<file path="src/rtl/bridge_pkg.sv">
// ============================================================================
// bridge_pkg : shared state encoding, window defaults and decode helpers
// Revision   : 1.0
// ============================================================================
`default_nettype none

package bridge_pkg;

  typedef enum logic [1:0] {
    IDLE   = 2'd0,
    ACCESS = 2'd1,
    RESP   = 2'd2
  } state_t;

  localparam logic [31:0] c_t0_base      = 32'h00007f00;
  localparam logic [31:0] c_t1_base      = 32'h00007f10;
  localparam int unsigned c_win_bytes    = 12;
  localparam logic [31:0] c_unmapped_rd  = 32'h17230000;

  function automatic logic in_window(input logic [31:0] addr,
                                     input logic [31:0] base,
                                     input logic [31:0] win);
    return (addr >= base) && ((addr - base) < win);
  endfunction

  function automatic logic addr_legal(input logic [31:0] addr,
                                      input logic [31:0] t0,
                                      input logic [31:0] t1,
                                      input logic [31:0] win);
    return (addr[1:0] == 2'b00) && (in_window(addr, t0, win) || in_window(addr, t1, win));
  endfunction

endpackage

`default_nettype wire

</file>
<file path="src/rtl/bridge_arbiter_if.sv">
// ============================================================================
// bridge_arbiter_if : two-master request/grant ports plus the bridge bus
// Revision          : 1.0
// ============================================================================
`default_nettype none

interface bridge_arbiter_if;
  logic        m0_req, m1_req;
  logic        m0_we, m1_we;
  logic [31:0] m0_addr, m1_addr;
  logic [31:0] m0_wd, m1_wd;
  logic        m0_gnt, m1_gnt;
  logic        m0_done, m1_done;
  logic        m0_err, m1_err;
  logic [31:0] rd;
  logic [31:0] addrbus;
  logic [31:0] wdbus;
  logic        we;
  logic [31:0] bridge_rd;

  modport slave (
    input  m0_req, m1_req, m0_we, m1_we, m0_addr, m1_addr, m0_wd, m1_wd, bridge_rd,
    output m0_gnt, m1_gnt, m0_done, m1_done, m0_err, m1_err, rd, addrbus, wdbus, we
  );

  modport master (
    output m0_req, m1_req, m0_we, m1_we, m0_addr, m1_addr, m0_wd, m1_wd, bridge_rd,
    input  m0_gnt, m1_gnt, m0_done, m1_done, m0_err, m1_err, rd, addrbus, wdbus, we
  );
endinterface

`default_nettype wire

</file>
<file path="src/rtl/rr_arb2.sv">
// ============================================================================
// rr_arb2 : combinational two-requester round-robin picker with exclusion
// Revision: 1.0
// ============================================================================
`default_nettype none

module rr_arb2 (
  input  logic [1:0] req,
  input  logic [1:0] excl,
  input  logic       last,
  output logic       valid,
  output logic       winner
);

  logic [1:0] w_elig;

  assign w_elig = req & ~excl;
  assign valid  = |w_elig;
  // On a tie the master not served last wins.
  assign winner = (w_elig == 2'b11) ? ~last : w_elig[1];

endmodule

`default_nettype wire

</file>
<file path="src/rtl/bridge_arbiter.sv">
// ============================================================================
// bridge_arbiter : two-master arbiter and access sequencer for the timer bridge
// Revision       : 1.0
// ============================================================================
`default_nettype none

module bridge_arbiter
  import bridge_pkg::*;
#(
  parameter logic [31:0] T0_BASE     = c_t0_base,
  parameter logic [31:0] T1_BASE     = c_t1_base,
  parameter int unsigned WIN_BYTES   = c_win_bytes,
  parameter int unsigned WAIT_STATES = 0
) (
  input  logic             clk,
  input  logic             reset,
  bridge_arbiter_if.slave  bus
);

  state_t      r_state;
  logic        r_last;
  logic [2:0]  r_cnt;
  logic        r_wr;
  logic [1:0]  r_gnt;
  logic [1:0]  r_done;
  logic [1:0]  r_err;
  logic [31:0] r_rd;
  logic [31:0] r_addrbus;
  logic [31:0] r_wdbus;
  logic        r_we;

  logic [1:0]  w_req;
  logic [1:0]  w_excl;
  logic [1:0]  w_gnt_nxt;
  logic        w_valid;
  logic        w_winner;
  logic        w_wr;
  logic        w_legal;
  logic [31:0] w_addr;
  logic [31:0] w_wd;

  assign w_req  = {bus.m1_req, bus.m0_req};
  // The master completing in RESP may still hold req, so it sits out this round.
  assign w_excl = (r_state == RESP) ? r_gnt : 2'b00;

  rr_arb2 u_arb (
    .req    (w_req),
    .excl   (w_excl),
    .last   (r_last),
    .valid  (w_valid),
    .winner (w_winner)
  );

  assign w_addr    = w_winner ? bus.m1_addr : bus.m0_addr;
  assign w_wd      = w_winner ? bus.m1_wd   : bus.m0_wd;
  assign w_wr      = w_winner ? bus.m1_we   : bus.m0_we;
  assign w_gnt_nxt = w_winner ? 2'b10 : 2'b01;
  assign w_legal   = addr_legal(w_addr, T0_BASE, T1_BASE, 32'(WIN_BYTES));

  always_ff @(posedge clk or negedge reset) begin
    if (!reset) begin
      r_state   <= IDLE;
      r_last    <= 1'b1;
      r_cnt     <= 3'd0;
      r_wr      <= 1'b0;
      r_gnt     <= 2'b00;
      r_done    <= 2'b00;
      r_err     <= 2'b00;
      r_rd      <= 32'd0;
      r_addrbus <= 32'd0;
      r_wdbus   <= 32'd0;
      r_we      <= 1'b0;
    end else begin
      r_done <= 2'b00;
      r_err  <= 2'b00;
      r_rd   <= 32'd0;
      r_we   <= 1'b0;
      case (r_state)
        ACCESS: begin
          if (r_cnt == 3'd0) begin
            r_state   <= RESP;
            r_done    <= r_gnt;
            r_rd      <= r_wr ? 32'd0 : bus.bridge_rd;
            r_addrbus <= 32'd0;
            r_wdbus   <= 32'd0;
          end else begin
            r_cnt <= r_cnt - 3'd1;
            r_we  <= r_wr && (r_cnt == 3'd1);
          end
        end
        default: begin
          // IDLE and RESP share the grant path; RESP chains straight into the next owner.
          if (w_valid) begin
            r_last <= w_winner;
            r_wr   <= w_wr;
            r_gnt  <= w_gnt_nxt;
            if (w_legal) begin
              r_state   <= ACCESS;
              r_cnt     <= 3'(WAIT_STATES);
              r_addrbus <= w_addr;
              r_wdbus   <= w_wd;
              r_we      <= w_wr && (WAIT_STATES == 0);
            end else begin
              r_state   <= RESP;
              r_done    <= w_gnt_nxt;
              r_err     <= w_gnt_nxt;
              r_addrbus <= 32'd0;
              r_wdbus   <= 32'd0;
            end
          end else begin
            r_state   <= IDLE;
            r_gnt     <= 2'b00;
            r_addrbus <= 32'd0;
            r_wdbus   <= 32'd0;
          end
        end
      endcase
    end
  end

  assign bus.m0_gnt  = r_gnt[0];
  assign bus.m1_gnt  = r_gnt[1];
  assign bus.m0_done = r_done[0];
  assign bus.m1_done = r_done[1];
  assign bus.m0_err  = r_err[0];
  assign bus.m1_err  = r_err[1];
  assign bus.rd      = r_rd;
  assign bus.addrbus = r_addrbus;
  assign bus.wdbus   = r_wdbus;
  assign bus.we      = r_we;

endmodule

`default_nettype wire

</file>
<file path="src/flat_wrapper.sv">
// flat-port wrapper written by rule: the top's interface ports become plain ports
module bridge_arbiter_flat import bridge_pkg::*;
#(
  parameter logic [31:0] T0_BASE     = c_t0_base,
  parameter logic [31:0] T1_BASE     = c_t1_base,
  parameter int unsigned WIN_BYTES   = c_win_bytes,
  parameter int unsigned WAIT_STATES = 0
)
  (clk, reset, bus_m0_req, bus_m1_req, bus_m0_we, bus_m1_we, bus_m0_addr, bus_m1_addr, bus_m0_wd, bus_m1_wd, bus_bridge_rd, bus_m0_gnt, bus_m1_gnt, bus_m0_done, bus_m1_done, bus_m0_err, bus_m1_err, bus_rd, bus_addrbus, bus_wdbus, bus_we);
  bridge_arbiter_if bus_i ();
  input  logic clk;
  input  logic reset;
  input wire logic [$bits(bus_i.m0_req)-1:0] bus_m0_req;
  input wire logic [$bits(bus_i.m1_req)-1:0] bus_m1_req;
  input wire logic [$bits(bus_i.m0_we)-1:0] bus_m0_we;
  input wire logic [$bits(bus_i.m1_we)-1:0] bus_m1_we;
  input wire logic [$bits(bus_i.m0_addr)-1:0] bus_m0_addr;
  input wire logic [$bits(bus_i.m1_addr)-1:0] bus_m1_addr;
  input wire logic [$bits(bus_i.m0_wd)-1:0] bus_m0_wd;
  input wire logic [$bits(bus_i.m1_wd)-1:0] bus_m1_wd;
  input wire logic [$bits(bus_i.bridge_rd)-1:0] bus_bridge_rd;
  output wire logic [$bits(bus_i.m0_gnt)-1:0] bus_m0_gnt;
  output wire logic [$bits(bus_i.m1_gnt)-1:0] bus_m1_gnt;
  output wire logic [$bits(bus_i.m0_done)-1:0] bus_m0_done;
  output wire logic [$bits(bus_i.m1_done)-1:0] bus_m1_done;
  output wire logic [$bits(bus_i.m0_err)-1:0] bus_m0_err;
  output wire logic [$bits(bus_i.m1_err)-1:0] bus_m1_err;
  output wire logic [$bits(bus_i.rd)-1:0] bus_rd;
  output wire logic [$bits(bus_i.addrbus)-1:0] bus_addrbus;
  output wire logic [$bits(bus_i.wdbus)-1:0] bus_wdbus;
  output wire logic [$bits(bus_i.we)-1:0] bus_we;
  assign bus_i.m0_req = bus_m0_req;
  assign bus_i.m1_req = bus_m1_req;
  assign bus_i.m0_we = bus_m0_we;
  assign bus_i.m1_we = bus_m1_we;
  assign bus_i.m0_addr = bus_m0_addr;
  assign bus_i.m1_addr = bus_m1_addr;
  assign bus_i.m0_wd = bus_m0_wd;
  assign bus_i.m1_wd = bus_m1_wd;
  assign bus_i.bridge_rd = bus_bridge_rd;
  assign bus_m0_gnt = bus_i.m0_gnt;
  assign bus_m1_gnt = bus_i.m1_gnt;
  assign bus_m0_done = bus_i.m0_done;
  assign bus_m1_done = bus_i.m1_done;
  assign bus_m0_err = bus_i.m0_err;
  assign bus_m1_err = bus_i.m1_err;
  assign bus_rd = bus_i.rd;
  assign bus_addrbus = bus_i.addrbus;
  assign bus_wdbus = bus_i.wdbus;
  assign bus_we = bus_i.we;
  bridge_arbiter #(.T0_BASE(T0_BASE), .T1_BASE(T1_BASE), .WIN_BYTES(WIN_BYTES), .WAIT_STATES(WAIT_STATES)) u_core (.clk(clk), .reset(reset), .bus(bus_i));
endmodule
</file>
<file path="config.mk">
export PLATFORM = sky130hd
export DESIGN_NAME = bridge_arbiter_flat
export DESIGN_NICKNAME = d
export VERILOG_FILES = /design/src/rtl/bridge_pkg.sv /design/src/rtl/bridge_arbiter_if.sv /design/src/rtl/rr_arb2.sv /design/src/rtl/bridge_arbiter.sv /design/src/flat_wrapper.sv
export SDC_FILE = /design/constraint.sdc
export NUM_CORES = 1
export LEC_CHECK = 0
export BUFFER_PORTS_ARGS = -buffer_cell sky130_fd_sc_hd__buf_4
export CAP_MARGIN = 10
export CORE_MARGIN = 2
export CORE_UTILIZATION = 42
export CTS_CLUSTER_SIZE = 8
export DETAILED_ROUTE_END_ITERATION = 16
export PLACE_DENSITY = 0.87
export SLEW_MARGIN = 10
export SYNTH_ARGS = -nofsm -noshare
export SYNTH_HDL_FRONTEND = slang
export SYNTH_HIERARCHICAL = 1
export SYNTH_SLANG_ARGS = --single-unit
</file>
<file path="constraint.sdc">
create_clock -name clk -period 3.8 [get_ports clk]
set_clock_uncertainty 0.15 [all_clocks]
set_input_delay 0.38 -clock clk [delete_from_list [all_inputs] [get_ports clk]]
set_output_delay 0.38 -clock clk [all_outputs]
set_load 0.01 [all_outputs]
</file>
### Word-level counts from Yosys, hierarchy flattened

Cells that the tools add are included.
W data, S select, Z words.

* multiplexer cells: 34
* $lt $le $gt $ge: 4
* reductions and logical operators: 12
* $add $sub $neg: 3
* eq/ne operators: 6
* bitwise logic cells: 4

Operator list (count)
* $mux W32: 12
* $ge A32 B15 Y1 const B: 2
* $lt A32 B4 Y1 const B: 2
* $sub A32 B15 Y32 const B: 2
* $mux W2: 12
* $mux W3: 4
* $mux W1: 6
* $eq A2 B2 Y1 const B: 2
* $logic_and A1 B1 Y1: 4
* $reduce_bool A2 Y1: 2
* $eq A3 B1 Y1 const B: 1
* $logic_not A3 Y1: 1
* $reduce_and A3 Y1: 1
* $sub A3 B1 Y3 const B: 1
* $and A2 B2 Y2: 1
* $eq A2 B1 Y1 const B: 1
* $logic_not A2 Y1: 1
* $ne A2 B1 Y1 const B: 1
* $ne A2 B2 Y1 const B: 1
* $not A1 Y1: 2
* $not A2 Y2: 1
* $reduce_and A2 Y1: 1
* $reduce_or A2 Y1: 1
* $logic_or A1 B1 Y1: 1

* register bits after elaboration: 110
* input port bits: 166
* logic and storage cells: 74

### Logic depth before layout (Yosys ltp)

Gate-level depths: netlist of the first run.

* depth in word-level cells: 15
* mapped depth: 17
* depth with buffers taken out: 11

### By module

Netlist of the first run, hierarchy kept.

By module, submodules not included
* bridge_arbiter: cells each 518, instances 1, area each 5634.2 µm²
* rr_arb2: cells each 5, instances 1, area each 38.8 µm²

### Least setup slack after synthesis of the first run

No wires, ideal clock.

* kind: flip-flop to flip-flop
* from: register u_core.r_gnt[1]
* to: register u_core.r_wdbus[10] (netlist: u_core/bus.wdbus[10])
* path slack: 0.152 ns
* stages on the path, launching flop included: 14
* required time: 3.505 ns
* data arrival time: 3.353 ns
* setup time: 0.145 ns
* period minus slack after synthesis: 3.648 ns
* path through: dfrtp_1 -> and3b_1 -> nand2b_4 -> a31oi_2 -> buf_4 -> or4b_1 -> a222oi_1 -> nand3_1 -> nor3_2 -> mux2i_1 -> nor3_4 -> o21ai_4 -> buf_6 -> o31ai_2

* word-level cells in the longest chain between the ends: 14
* elaborated cells on any way between the ends: 22

RTL lines
* start, declared: RTL line bridge_arbiter.sv:24 `logic [1:0] r_gnt;`
* start signal, assigned: RTL line bridge_arbiter.sv:96 `r_gnt <= w_gnt_nxt;`
* $mux W2 (*): RTL line bridge_arbiter.sv:44 `assign w_excl = (r_state == RESP) ? r_gnt : 2'b00;`
* via u_core.w_excl[1]: RTL line bridge_arbiter.sv:33 `logic [1:0] w_excl;`
* $not A2 Y2 (*): RTL line rr_arb2.sv:17 `assign w_elig = req & ~excl;`
* $and A2 B2 Y2 (*): RTL line rr_arb2.sv:17
* $eq A2 B2 Y1: RTL line rr_arb2.sv:20 `assign winner = (w_elig == 2'b11) ? ~last : w_elig[1];`
* $mux W1 (*): RTL line rr_arb2.sv:20
* via u_core.w_winner: RTL line bridge_arbiter.sv:36 `logic w_winner;`
* $mux W32: RTL line bridge_arbiter.sv:54 `assign w_addr = w_winner ? bus.m1_addr : bus.m0_addr;`
* $sub A32 B15 Y32: RTL line bridge_pkg.sv:23 `return (addr >= base) && ((addr - base) < win);`
* $lt A32 B4 Y1: RTL line bridge_pkg.sv:23
* $logic_and A1 B1 Y1: RTL line bridge_pkg.sv:23
* $logic_or A1 B1 Y1: RTL line bridge_pkg.sv:30 `return (addr[1:0] == 2'b00) && (in_window(addr, t0, win) || in_window(addr, t1, win));`
* $logic_and A1 B1 Y1: RTL line bridge_pkg.sv:30
* $mux W32 (*): RTL line bridge_arbiter.sv:97 `if (w_legal) begin`
* $mux W32 (*): RTL line bridge_arbiter.sv:93 `if (w_valid) begin`
* $mux W32 (*): RTL line bridge_arbiter.sv:78 `case (r_state)`
* end signal, assigned: RTL line bridge_arbiter.sv:101 `r_wdbus <= w_wd;`
* end, declared: RTL line bridge_arbiter.sv:29 `logic [31:0] r_wdbus;`

Mark *: on every way through the listed nets, which the timed path passes. The rest lies on a longest branch.
A chain may end at the register's enable or synchronous reset.

### Worst setup path in the final report of the first run

* from: register u_core.r_state[1]
* to: register u_core.r_wdbus[15] (netlist: u_core/bus.wdbus[15])

* word-level cells in the longest chain between the ends: 15
* elaborated cells on any way between the ends: 25

RTL lines
* start, declared: RTL line bridge_arbiter.sv:20 `state_t r_state;`
* start signal, assigned: RTL line bridge_arbiter.sv:62 `r_state <= IDLE;`
* start signal, assigned: RTL line bridge_arbiter.sv:81 `r_state <= RESP;`
* start signal, assigned: RTL line bridge_arbiter.sv:98 `r_state <= ACCESS;`
* $eq A2 B2 Y1 (*): RTL line bridge_arbiter.sv:44
* $mux W2 (*): RTL line bridge_arbiter.sv:44
* via u_core.w_excl[1]: RTL line bridge_arbiter.sv:33
* $not A2 Y2 (*): RTL line rr_arb2.sv:17
* $and A2 B2 Y2 (*): RTL line rr_arb2.sv:17
* $eq A2 B2 Y1: RTL line rr_arb2.sv:20
* $mux W1 (*): RTL line rr_arb2.sv:20
* via u_core.w_winner: RTL line bridge_arbiter.sv:36
* $mux W32: RTL line bridge_arbiter.sv:54
* $sub A32 B15 Y32: RTL line bridge_pkg.sv:23
* $lt A32 B4 Y1: RTL line bridge_pkg.sv:23
* $logic_and A1 B1 Y1: RTL line bridge_pkg.sv:23
* $logic_or A1 B1 Y1: RTL line bridge_pkg.sv:30
* $logic_and A1 B1 Y1: RTL line bridge_pkg.sv:30
* $mux W32 (*): RTL line bridge_arbiter.sv:97
* $mux W32 (*): RTL line bridge_arbiter.sv:93
* $mux W32 (*): RTL line bridge_arbiter.sv:78

Marks and branches as above.

==> results by group, run 1 <==
Global routing
  • Aggregate global routing overflow: 0
  • Vias in the first global route: 5,264
  • Antenna violations before repair: 0
  • Met1 Usage GRT: 29.8%
  • Most utilized layer in the global route result: met2
  • Wire length of the first global-routing pass: 27.2 mm
  • Combined global-route utilization of all metal layers: 24.1%
  • Met2 demand-to-capacity share in global routing: 40.6%
  • Pin count of the biggest net entering global routing: 59
  • Met3 global-route usage: 7.55%

Timing
  • Final clock period utilization by the worst path: 104%
  • Fin. max-slew vios: 0
  • Final hold violation count: 0
  • TNS Setup: -4.70 ns
  • Setup repair after global routing missed its margin: true
  • Final setup slack of the worst path: -0.159 ns
  • Relative slew slack: 21.8%
  • Hold slack: 0.0912 ns
  • Slew @ Worst Pin: 1.17 ns
  • Post-layout min period: 3.96 ns
  • Fmax achieved: 253 MHz
  • Number of setup violations in the final report: 44

Clock network
  • TritonCTS Buffers: 9
  • # H-tree levels: 3
  • CTS root buf: sky130_fd_sc_hd__clkbuf_16
  • Clock network latency to the later pin of the worst-skew pair: 0.34 ns
  • # clock sinks: 110
  • Clock transition at the registers of the reported paths: 0.08 ns
  • Buffer depth of the longest clock path: 2
  • CTS tree: yes

Layout
  • Final antenna diode count: 0
  • Final cell count without fillers: 1,004
  • Post-layout net count: 992
  • Ratio of cells with drive above 1 in the final layout: 48.7%
  • Area growth from synthesis to layout: 59.5%
  • Fin util: 68.3%

Floorplan
  • Die area: 14,500 um2
  • Die height: 120 um
  • Initial standard-cell utilization of the core: 42.8%
  • Core area: 13,200 um2
  • Die span in x: 120 um
  • Total number of placement rows: 42
  • Count of pins on the block boundary: 269

Setup path
  • WP data arrival: 4.07 ns
  • Critical path required time: 3.91 ns
  • Slowest library cell on the worst path: sky130_fd_sc_hd__or4b_4
  • Highest fanout seen on the critical path: 8
  • Slowest stage delay, CP: 0.53 ns
  • CP endpoint kind: flip-flop
  • Chain of cells forming the critical path: and3b_1 > nand2b_4 > a31oi_4 > or4b_4 > a222oi_1 > buf_4 > nor2b_1 > o221ai_1 > a221oi_1 > and4_4 > o21ai_4 > buf_12 > clkbuf_16 > o31ai_4
  • Critical path launch point type: flip-flop
  • Worst setup path class: reg2reg

Synthesis
  • Area share of xor/xnor cells in the synthesized design: 1.08%
  • Unique masters post-synth: 66
  • Synth top area cells: sky130_fd_sc_hd__dfrtp_1 (48%), sky130_fd_sc_hd__mux2i_1 (9.0%), sky130_fd_sc_hd__o31ai_2 (7.3%)
  • Area share of fa/ha/maj cells after synthesis: 0.662%
  • Portion of the post-synthesis area used by sequential elements: 48.5%
  • Post-synthesis cell area: 5670 um2
  • Average cell area after synthesis: 10.8 um2
  • Cell count after synthesis: 523
  • Share of synthesized cell area in and, or, nand and nor gates: 19.7%
  • Most frequent cells after synthesis: sky130_fd_sc_hd__dfrtp_1 (109), sky130_fd_sc_hd__nand2_1 (58), sky130_fd_sc_hd__mux2i_1 (51)
  • Most instantiated flip-flop cell in the synthesis netlist: sky130_fd_sc_hd__dfrtp_1
  • Yosys reg bits: 110
  • Synthesis Warnings: 6
  • Fraction of synthesis flops using an asynchronous set or reset pin: 100%
  • Largest family of logic cells by synthesized area: simple AND/OR/NAND/NOR gates
  • Cell type contributing the most total cell area after synthesis: sky130_fd_sc_hd__dfrtp_1
  • Yosys top cell area share: 48.1%
  • Post-synth EDFFs: 0
  • Synth Area in Compound Gates: 16.7%
  • Most frequently used cell type in the post-synthesis netlist: sky130_fd_sc_hd__dfrtp_1
  • Synthesized netlist net count: 692
  • Post-synthesis mux area share: 9.79%

Detailed routing
  • Routed len/inst: 18.5 um
  • Number of design rule violations left after detail routing: 0
  • Number of vias in the routed layout: 5,386
  • First-pass DRT Iterations: 5
  • Routed Wire Length: 18.5 mm
  • DR vias/cell: 5.36
  • Count of nets left with antenna violations after detail routing: 0
  • Number of DRC markers after the initial detailed-route iteration: 404

Pwr
  • Peak VDD IR: 0.226 mV
  • Power density relative to cell area: 316 nW/um2
  • Leakage power summed over all cells: 0.00446 uW

Placement
  • Post-placement cell count: 973
  • Quantity of I/O buffers inserted on ports: 268
  • Final weighted congestion in routability-driven placement: 0.904
  • Final HPWL from detailed placement: 13.5 mm

Run status
  • Run status: finished with violations
  • Violated checks: setup timing

Min path
  • Worst min-delay path class: in2reg

Flow run
  • Maximum Capacitance Violations: 0
## cell type report
class / instances / area, um2
Fill cell: 1019 / 4200
Multi-Input combinational cell: 373 / 3170
Sequential cell: 110 / 2750
Timing Repair Buffer: 322 / 2550
Clock buffer: 9 / 225
Tap cell: 176 / 220
Clock inverter: 7 / 105
Inverter: 7 / 26.3
## worst max-delay path: cells and delay by family (launching register included)
kind | cells | cell delay [ns]
compound gates | 6 | 1.43
buf+inv | 3 | 0.57
flops | 1 | 0.40
simple gates | 5 | 1.33
## layer usage
layer	up-vias	wire length [um]	share of wire, %
met5	-	0	0
met4	0	411	2.2
met3	29	1570	8.5
met2	249	9230	50
met1	2585	7320	39
li1	2523	-	-
## cell usage in the layout, fill, tap and decap left out, drive strengths merged, types with 4 or more instances in the layout
cell type    n
and3        24
nor3b        4
or4          5
and2        33
inv         10
nand2       58
mux2         4
buf        318
nand3        6
nor4b        4
o31ai       42
xnor2        4
nor2        21
clkbuf      12
a21oi       11
nor3         9
or4b         4
nor2b        6
nor4        10
mux2i       51
o21ai       15
a31oi        4
o21a         5
dfrtp      109
## worst paths after layout
| kind | startpoint | to | slack (ns) | depth (start not counted) |
|---|---|---|---|---|
| max | u_core/r_state[1] | u_core/bus.wdbus[15] | -0.16 | 14 |
| min | bus_bridge_rd[13] | u_core/bus.rd[13] | 0.09 | 2 |
| max reg2reg | u_core/r_state[1] | u_core/bus.wdbus[15] | -0.16 | 14 |
| min reg2reg | u_core/bus.addrbus[12] | u_core/bus.addrbus[12] | 0.35 | 2 |
| max in group asynchronous | reset | u_core/bus.wdbus[19] | 2.27 | 3 |
| min in group asynchronous | reset | u_core/bus.rd[11] | 0.50 | 2 |
## report_power, final
group / total (uW) / leakage (uW) / internal (uW) / switching (uW)
Combinational: 628 / 0.00280 / 288 / 339
Sequential: 1200 / 0.00150 / 1190 / 15.3
Clock: 1030 / 0.000164 / 590 / 440
## flip-flops by register name (all words and copies together), names as in the netlist
name and flops:
u_core/r_gnt 2, u_core/bus.wdbus 32, u_core/r_cnt 3, u_core/r_last 1
u_core/bus.addrbus 32, u_core/r_err 2, u_core/r_wr 1, u_core/bus.we 1
u_core/r_done 2, u_core/bus.rd 32, u_core/r_state 2
## repair_timing
item,CTS,global route
buffers inserted,6,4
hold endpoints to repair,56,0
hold buffers,1,0
cloned,2,3
resized for setup,9,57
endpoints found under the setup margin,52,50
pin swaps,8,43
## metrics by stage
stage,power [uW],setup slack (ns),area [um2]
6_report,2860,-0.159,9050
3_5_place_dp,1770,-0.135,8080
2_1_floorplan,1480,0.152,5670
5_1_grt,2980,-0.264,9050
4_1_cts,2830,-0.0554,8540
3_3_place_gp,1770,-0.0616,8080
## logic make-up (layout without fill, tap and decap cells)
group | after synthesis | after routing
AND/OR/NAND/NOR | 199 | 199
flip-flops | 110 | 110
AO/OA/AOI/OAI | 108 | 109
multiplexers | 55 | 55
buffers and inverters | 41 | 345
XOR/XNOR | 7 | 7
adder cells (fa/ha/maj) | 3 | 3
No activity file was read; power rests on OpenSTA's default activity.
==> inputs of run 2 (changes only) <==
CELL_PAD_IN_SITES_DETAIL_PLACEMENT = 0   (was not set)
CELL_PAD_IN_SITES_GLOBAL_PLACEMENT = 1   (was not set)
CORE_UTILIZATION = 31   (was 42)
==> run 2 against run 1 <==
Compared with the run above:
- the run still ends with setup timing left
- non-clock buffer count fell by 5
- power down 5.7%
- sequential cell count is the same
- critical path depth unchanged
- clock power is 13% lower
- combinational power decreased by 4.3%
- worst hold slack worse by 0.0019 ns
- critical path type unchanged
- largest cell class unchanged
- highest routed layer unchanged
==> results by group, run 2 (synthesized netlist as in run 1, its figures left out) <==
Floorplan
  • Die span in x: 139 um
  • Initial standard-cell utilization of the core: 31.6%
  • Total number of placement rows: 49
  • Die height: 139 um
  • Count of pins on the block boundary: 269
  • Die area: 19,400 um2
  • Core area: 18,000 um2

Clock network
  • # clock sinks: 110
  • # H-tree levels: 3
  • CTS root buf: sky130_fd_sc_hd__clkbuf_16
  • Clock transition at the registers of the reported paths: 0.08 ns
  • Clock network latency to the later pin of the worst-skew pair: 0.34 ns
  • TritonCTS Buffers: 9
  • Buffer depth of the longest clock path: 2
  • CTS tree: yes

Layout
  • Ratio of cells with drive above 1 in the final layout: 48.4%
  • Commonest cells after routing, fill and taps aside: sky130_fd_sc_hd__buf_4 (308), sky130_fd_sc_hd__dfrtp_1 (109), sky130_fd_sc_hd__nand2_1 (57), sky130_fd_sc_hd__mux2i_1 (50), sky130_fd_sc_hd__and2_1 (33)
  • Final cell count without fillers: 1,052
  • Final antenna diode count: 0
  • Post-layout net count: 987
  • Leading cell type in the layout, fill and taps excluded: sky130_fd_sc_hd__buf_4
  • Area growth from synthesis to layout: 55.7%
  • Fin util: 49.2%

Pwr
  • Leakage power summed over all cells: 0.00439 uW
  • Switch Pwr: 769 uW
  • Sequential share of power: 44.5%
  • Share of power burned in the clock network: 33.2%
  • Sw frac: 28.5%
  • Power density relative to cell area: 305 nW/um2
  • Peak VDD IR: 0.185 mV
  • Internal Dissipation: 1930 uW
  • Logic gate share of total power: 22.3%

Min path
  • Worst min-delay path class: in2reg

Global routing
  • Wire length of the first global-routing pass: 27.7 mm
  • Vias in the first global route: 5,242
  • Combined global-route utilization of all metal layers: 17.7%
  • Pin count of the biggest net entering global routing: 62
  • Aggregate global routing overflow: 0
  • Antenna violations before repair: 0

Detailed routing
  • Routed Wire Length: 18.0 mm
  • Routed len/inst: 17.1 um
  • Count of nets left with antenna violations after detail routing: 0
  • Number of DRC markers after the initial detailed-route iteration: 232
  • Number of design rule violations left after detail routing: 0
  • DR vias/cell: 4.96
  • First-pass DRT Iterations: 4
  • Number of vias in the routed layout: 5,215

Setup path
  • WP data arrival: 3.94 ns
  • Critical path launch point type: flip-flop
  • Critical path required time: 3.88 ns
  • Worst setup path class: reg2reg
  • CP endpoint kind: flip-flop
  • Highest fanout seen on the critical path: 12

Timing
  • Post-layout min period: 3.86 ns
  • Final hold violation count: 0
  • Slew @ Worst Pin: 1.15 ns
  • Final clock period utilization by the worst path: 102%
  • Relative slew slack: 22.9%
  • Final setup slack of the worst path: -0.0572 ns
  • Fmax achieved: 259 MHz
  • Fin. max-slew vios: 0
  • Number of setup violations in the final report: 30
  • Setup repair after global routing missed its margin: true

Placement
  • Quantity of I/O buffers inserted on ports: 268
  • Final weighted congestion in routability-driven placement: 0.910
  • Post-placement cell count: 1,025
  • Final HPWL from detailed placement: 13.6 mm

Run status
  • Run status: finished with violations
  • Violated checks: setup timing

Flow run
  • Maximum Capacitance Violations: 0
run 2: final timing paths:
check                                startpoint               endpoint  slack (ns)  cells after the start
max in group asynchronous                 reset  u_core/bus.addrbus[4]        2.15                      3
max                           u_core/r_state[1]       u_core/r_done[0]       -0.06                     14
max reg2reg                   u_core/r_state[1]       u_core/r_done[0]       -0.06                     14
min                           bus_bridge_rd[18]      u_core/bus.rd[18]        0.09                      2
min reg2reg                u_core/bus.wdbus[23]   u_core/bus.wdbus[23]        0.34                      2
min in group asynchronous                 reset   u_core/bus.wdbus[13]        0.50                      2
run 2: final cells by class:
class / instances / area [um2]
inverter: 7 / 28.8
fill: 1675 / 9130
clock inverter: 7 / 56.3
clock buffer: 9 / 225
multi-input combinational: 373 / 2990
timing repair buffer: 317 / 2490
tap: 229 / 287
sequential: 110 / 2750
run 2: through the flow:
stage / setup WS [ns] / area, um2 / setup TNS, ns / hold WS (ns) / total power, uW
after detailed placement: -0.107 / 8140 / -2.58 / 0.321 / 1780
after CTS: 0.00498 / 8470 / 0 / 0.0748 / 2700
after floorplan: 0.152 / 5670 / 0 / -0.0656 / 1480
final: -0.0572 / 8830 / -0.734 / 0.0893 / 2700
after global placement: -0.0243 / 8140 / -0.0243 / 0.312 / 1770
after global routing: -0.197 / 8830 / -6.47 / 0.0749 / 2820
run 2: metal layers:
layer | wire length (um) | track usage, %
met1 | 7630 | 22.5
met2 | 8750 | 29.6
met3 | 1340 | 4.78
met4 | 312 | 5.16
met5 | 0 | 0
run 2: power by group through the flow:
stage	Sequential (uW)	Combinational, uW	Clock, uW
6_report	1200	601	896
3_3_place_gp	1220	554	0
2_1_floorplan	1220	255	0
5_1_grt	1200	649	971
4_1_cts	1200	571	929
3_5_place_dp	1220	558	0
run 2: timing repair:
action | 4_1_cts | 5_1_grt
pin swaps | 1 | 21
endpoints found under the hold margin | 48 | 0
gates cloned | 1 | 3
endpoints found under the setup margin | 48 | 52
setup buffers | 3 | 4
resized for setup | 3 | 42
hold buffers | 1 | 0
run 2: worst max-delay path, stage by stage, from the launching register on:
cell	delay, ns
sky130_fd_sc_hd__dfrtp_1	0.39
sky130_fd_sc_hd__and3b_1	0.18
sky130_fd_sc_hd__nand2b_4	0.17
sky130_fd_sc_hd__a31oi_4	0.27
sky130_fd_sc_hd__or4b_4	0.51
sky130_fd_sc_hd__a222oi_1	0.39
sky130_fd_sc_hd__buf_4	0.21
sky130_fd_sc_hd__o31ai_2	0.07
sky130_fd_sc_hd__xor2_1	0.17
sky130_fd_sc_hd__nor4_1	0.31
sky130_fd_sc_hd__and4_4	0.30
sky130_fd_sc_hd__o21ai_4	0.06
sky130_fd_sc_hd__buf_12	0.20
sky130_fd_sc_hd__buf_12	0.15
sky130_fd_sc_hd__a22o_1	0.22
==> inputs of run 3 (changes only) <==
ABC_AREA = 1   (was not set)
CORE_UTILIZATION = 30   (was 31)
PLACE_DENSITY = 0.88   (was 0.87)
==> run 3 against run 2 <==
Compared with the run above:
- critical path type unchanged
- highest routed layer unchanged
- largest cell class unchanged
- combinational power increased by 19%
- maximum frequency rose by 12%
- via count up 17%
- power up 4.0%
- non-clock buffer count down 40
- the run ends with hold timing left
- register-to-register slack better by 0.41 ns
==> results by group, run 3 <==
Synthesis
  • Yosys top cell area share: 43.8%
  • Portion of the post-synthesis area used by sequential elements: 44.2%
  • Post-synth EDFFs: 0
  • Synth top area cells: sky130_fd_sc_hd__dfrtp_1 (44%), sky130_fd_sc_hd__nand2_1 (19%), sky130_fd_sc_hd__nor2_1 (6.1%)
  • Cell count after synthesis: 835
  • Yosys reg bits: 110
  • Average cell area after synthesis: 7.46 um2
  • Synthesis Warnings: 6
  • Most frequent cells after synthesis: sky130_fd_sc_hd__nand2_1 (321), sky130_fd_sc_hd__dfrtp_1 (109), sky130_fd_sc_hd__nor2_1 (102)
  • Cell type contributing the most total cell area after synthesis: sky130_fd_sc_hd__dfrtp_1
  • Post-synthesis cell area: 6230 um2
  • Unique masters post-synth: 34
  • Most instantiated flip-flop cell in the synthesis netlist: sky130_fd_sc_hd__dfrtp_1
  • Synthesized netlist net count: 1,004
  • Most frequently used cell type in the post-synthesis netlist: sky130_fd_sc_hd__nand2_1
  • Fraction of synthesis flops using an asynchronous set or reset pin: 100%

Pwr
  • Power density relative to cell area: 320 nW/um2
  • Peak VDD IR: 0.221 mV
  • Leakage power summed over all cells: 0.00470 uW
  • Post-layout power: 2810 uW

Global routing
  • Most utilized layer in the global route result: met2
  • Met3 global-route usage: 2.36%
  • Met2 demand-to-capacity share in global routing: 30.9%
  • Antenna violations before repair: 1
  • Combined global-route utilization of all metal layers: 17.2%
  • Aggregate global routing overflow: 0
  • Wire length of the first global-routing pass: 30.2 mm
  • Pin count of the biggest net entering global routing: 69
  • Vias in the first global route: 5,843
  • Met1 Usage GRT: 21.5%

Clock network
  • # clock sinks: 110
  • Cts repair resizes: 0
  • Clock transition at the registers of the reported paths: 0.08 ns
  • # H-tree levels: 3
  • Post-CTS Hold Buffers: 0
  • Clock network latency to the later pin of the worst-skew pair: 0.34 ns
  • Buffer count from post-CTS setup fixing: 0
  • Buffer depth of the longest clock path: 2
  • CTS tree: yes
  • CTS root buf: sky130_fd_sc_hd__clkbuf_16
  • TritonCTS Buffers: 9

Layout
  • Post-layout net count: 1,262
  • Commonest cells after routing, fill and taps aside: sky130_fd_sc_hd__nand2_1 (321), sky130_fd_sc_hd__buf_4 (273), sky130_fd_sc_hd__dfrtp_1 (109), sky130_fd_sc_hd__nor2_1 (101), sky130_fd_sc_hd__inv_1 (79)
  • Final cell count without fillers: 1,369
  • Area growth from synthesis to layout: 40.8%
  • Fin util: 43.2%
  • Ratio of cells with drive above 1 in the final layout: 33.3%
  • Leading cell type in the layout, fill and taps excluded: sky130_fd_sc_hd__nand2_1

Timing
  • Fmax achieved: 290 MHz
  • TNS Setup: 0 ns
  • Fin. max-slew vios: 0
  • Setup repair after global routing missed its margin: false
  • Relative slew slack: 28.5%
  • Hold slack: -0.0106 ns
  • Final hold violation count: 14
  • Number of setup violations in the final report: 0
  • Slew @ Worst Pin: 1.07 ns
  • Final clock period utilization by the worst path: 90.6%
  • Post-layout min period: 3.44 ns

Run status
  • Run status: finished with violations
  • Violated checks: hold timing

Detailed routing
  • Number of design rule violations left after detail routing: 0
  • Count of nets left with antenna violations after detail routing: 0
  • DR vias/cell: 4.46
  • Number of vias in the routed layout: 6,103
  • Number of DRC markers after the initial detailed-route iteration: 320
  • First-pass DRT Iterations: 5
  • Routed Wire Length: 19.3 mm
  • Routed len/inst: 14.1 um

Floorplan
  • Total number of placement rows: 52
  • Die area: 21,900 um2
  • Initial standard-cell utilization of the core: 30.7%
  • Die span in x: 148 um
  • Core area: 20,300 um2
  • Die height: 148 um
  • Count of pins on the block boundary: 269

Placement
  • Quantity of I/O buffers inserted on ports: 268
  • Post-placement cell count: 1,352
  • Final weighted congestion in routability-driven placement: 0.943
  • Final HPWL from detailed placement: 15.2 mm

Setup path
  • Worst setup path class: reg2reg
  • Endpoint of the most critical setup path: u_core/bus.wdbus[0]
  • Worst r2r dst: u_core/bus.wdbus[0]
  • Critical R2R Launch: u_core/r_state[0]
  • Worst setup path startpoint: u_core/r_state[0]
  • WP data arrival: 3.56 ns
  • Highest fanout seen on the critical path: 46
  • Critical path launch point type: flip-flop
  • Register-to-Register Setup Slack: 0.36 ns
  • Critical path required time: 3.91 ns
  • R2R cell count: 23
  • CP endpoint kind: flip-flop

Min path
  • Worst min-delay path class: in2async

Flow run
  • Maximum Capacitance Violations: 0
## run 3: layout make-up
cell class | instances | area [um2]
Sequential cell | 110 | 2750
Tap cell | 270 | 338
Clock buffer | 10 | 229
Fill cell | 2102 | 11500
Inverter | 91 | 350
Clock inverter | 6 | 55.1
Antenna cell | 1 | 2.50
Multi-Input combinational cell | 604 | 2930
Timing Repair Buffer | 277 | 2110
## run 3: worst min path at each step
stage | end | slack [ns] | depth (start not counted)
finish | u_core/bus.addrbus[23] | -0.01 | 1
global route | u_core/bus.addrbus[23] | 0.06 | 1
CTS | u_core/bus.addrbus[23] | 0.03 | 1
detailed placement | u_core/bus.addrbus[13] | 0.32 | 2
global placement | u_core/bus.addrbus[11] | 0.32 | 2
floorplan | u_core/bus.addrbus[0] | -0.07 | 0
## run 3: worst max-delay path, cell delays in order, from the launching register on
cell and delay (ns):
sky130_fd_sc_hd__dfrtp_1 0.39, sky130_fd_sc_hd__nor3_1 0.19, sky130_fd_sc_hd__inv_1 0.08, sky130_fd_sc_hd__nand3_1 0.07
sky130_fd_sc_hd__nand2_1 0.06, sky130_fd_sc_hd__clkinv_2 0.11, sky130_fd_sc_hd__buf_8 0.22, sky130_fd_sc_hd__nand2_1 0.14
sky130_fd_sc_hd__nand2_1 0.13, sky130_fd_sc_hd__nand2_1 0.12, sky130_fd_sc_hd__nor2_2 0.21, sky130_fd_sc_hd__nand2_4 0.15
sky130_fd_sc_hd__nand2_1 0.14, sky130_fd_sc_hd__inv_2 0.05, sky130_fd_sc_hd__nand2_1 0.07, sky130_fd_sc_hd__nand2_1 0.05
sky130_fd_sc_hd__nor2_1 0.09, sky130_fd_sc_hd__nand3_1 0.07, sky130_fd_sc_hd__nor2_1 0.10, sky130_fd_sc_hd__nand3_1 0.11
sky130_fd_sc_hd__nand2_2 0.12, sky130_fd_sc_hd__nand3_4 0.07, sky130_fd_sc_hd__buf_12 0.21, sky130_fd_sc_hd__o21ai_0 0.19
## run 3: stage by stage
step	instance area (um2)	setup WS (ns)
CTS	8730	0.190
floorplan	6230	0.962
detailed placement	8450	0.219
global placement	8450	0.296
finish	8770	0.356
global route	8770	0.00468
## run 3: metal layers
metal	wire length, um	share of wire, %
met5	0	0
met4	280	1.5
met3	1160	6.0
met2	9650	50
met1	8170	42
## run 3: power by group
part           leakage [uW]  total [uW]  internal (uW)  switching, uW
registers           0.00151        1200           1190           7.97
clock network      0.000133         897            458            439
logic               0.00306         713            283            429
total               0.00470        2810           1930            876
## run 3: cell families after synthesis
group           share of synthesized area, %
fa+ha+maj                              0.603
mux                                     5.14
compound gates                          6.63
simple gates                            34.5
flops                                   44.2
buf+inv                                 8.92
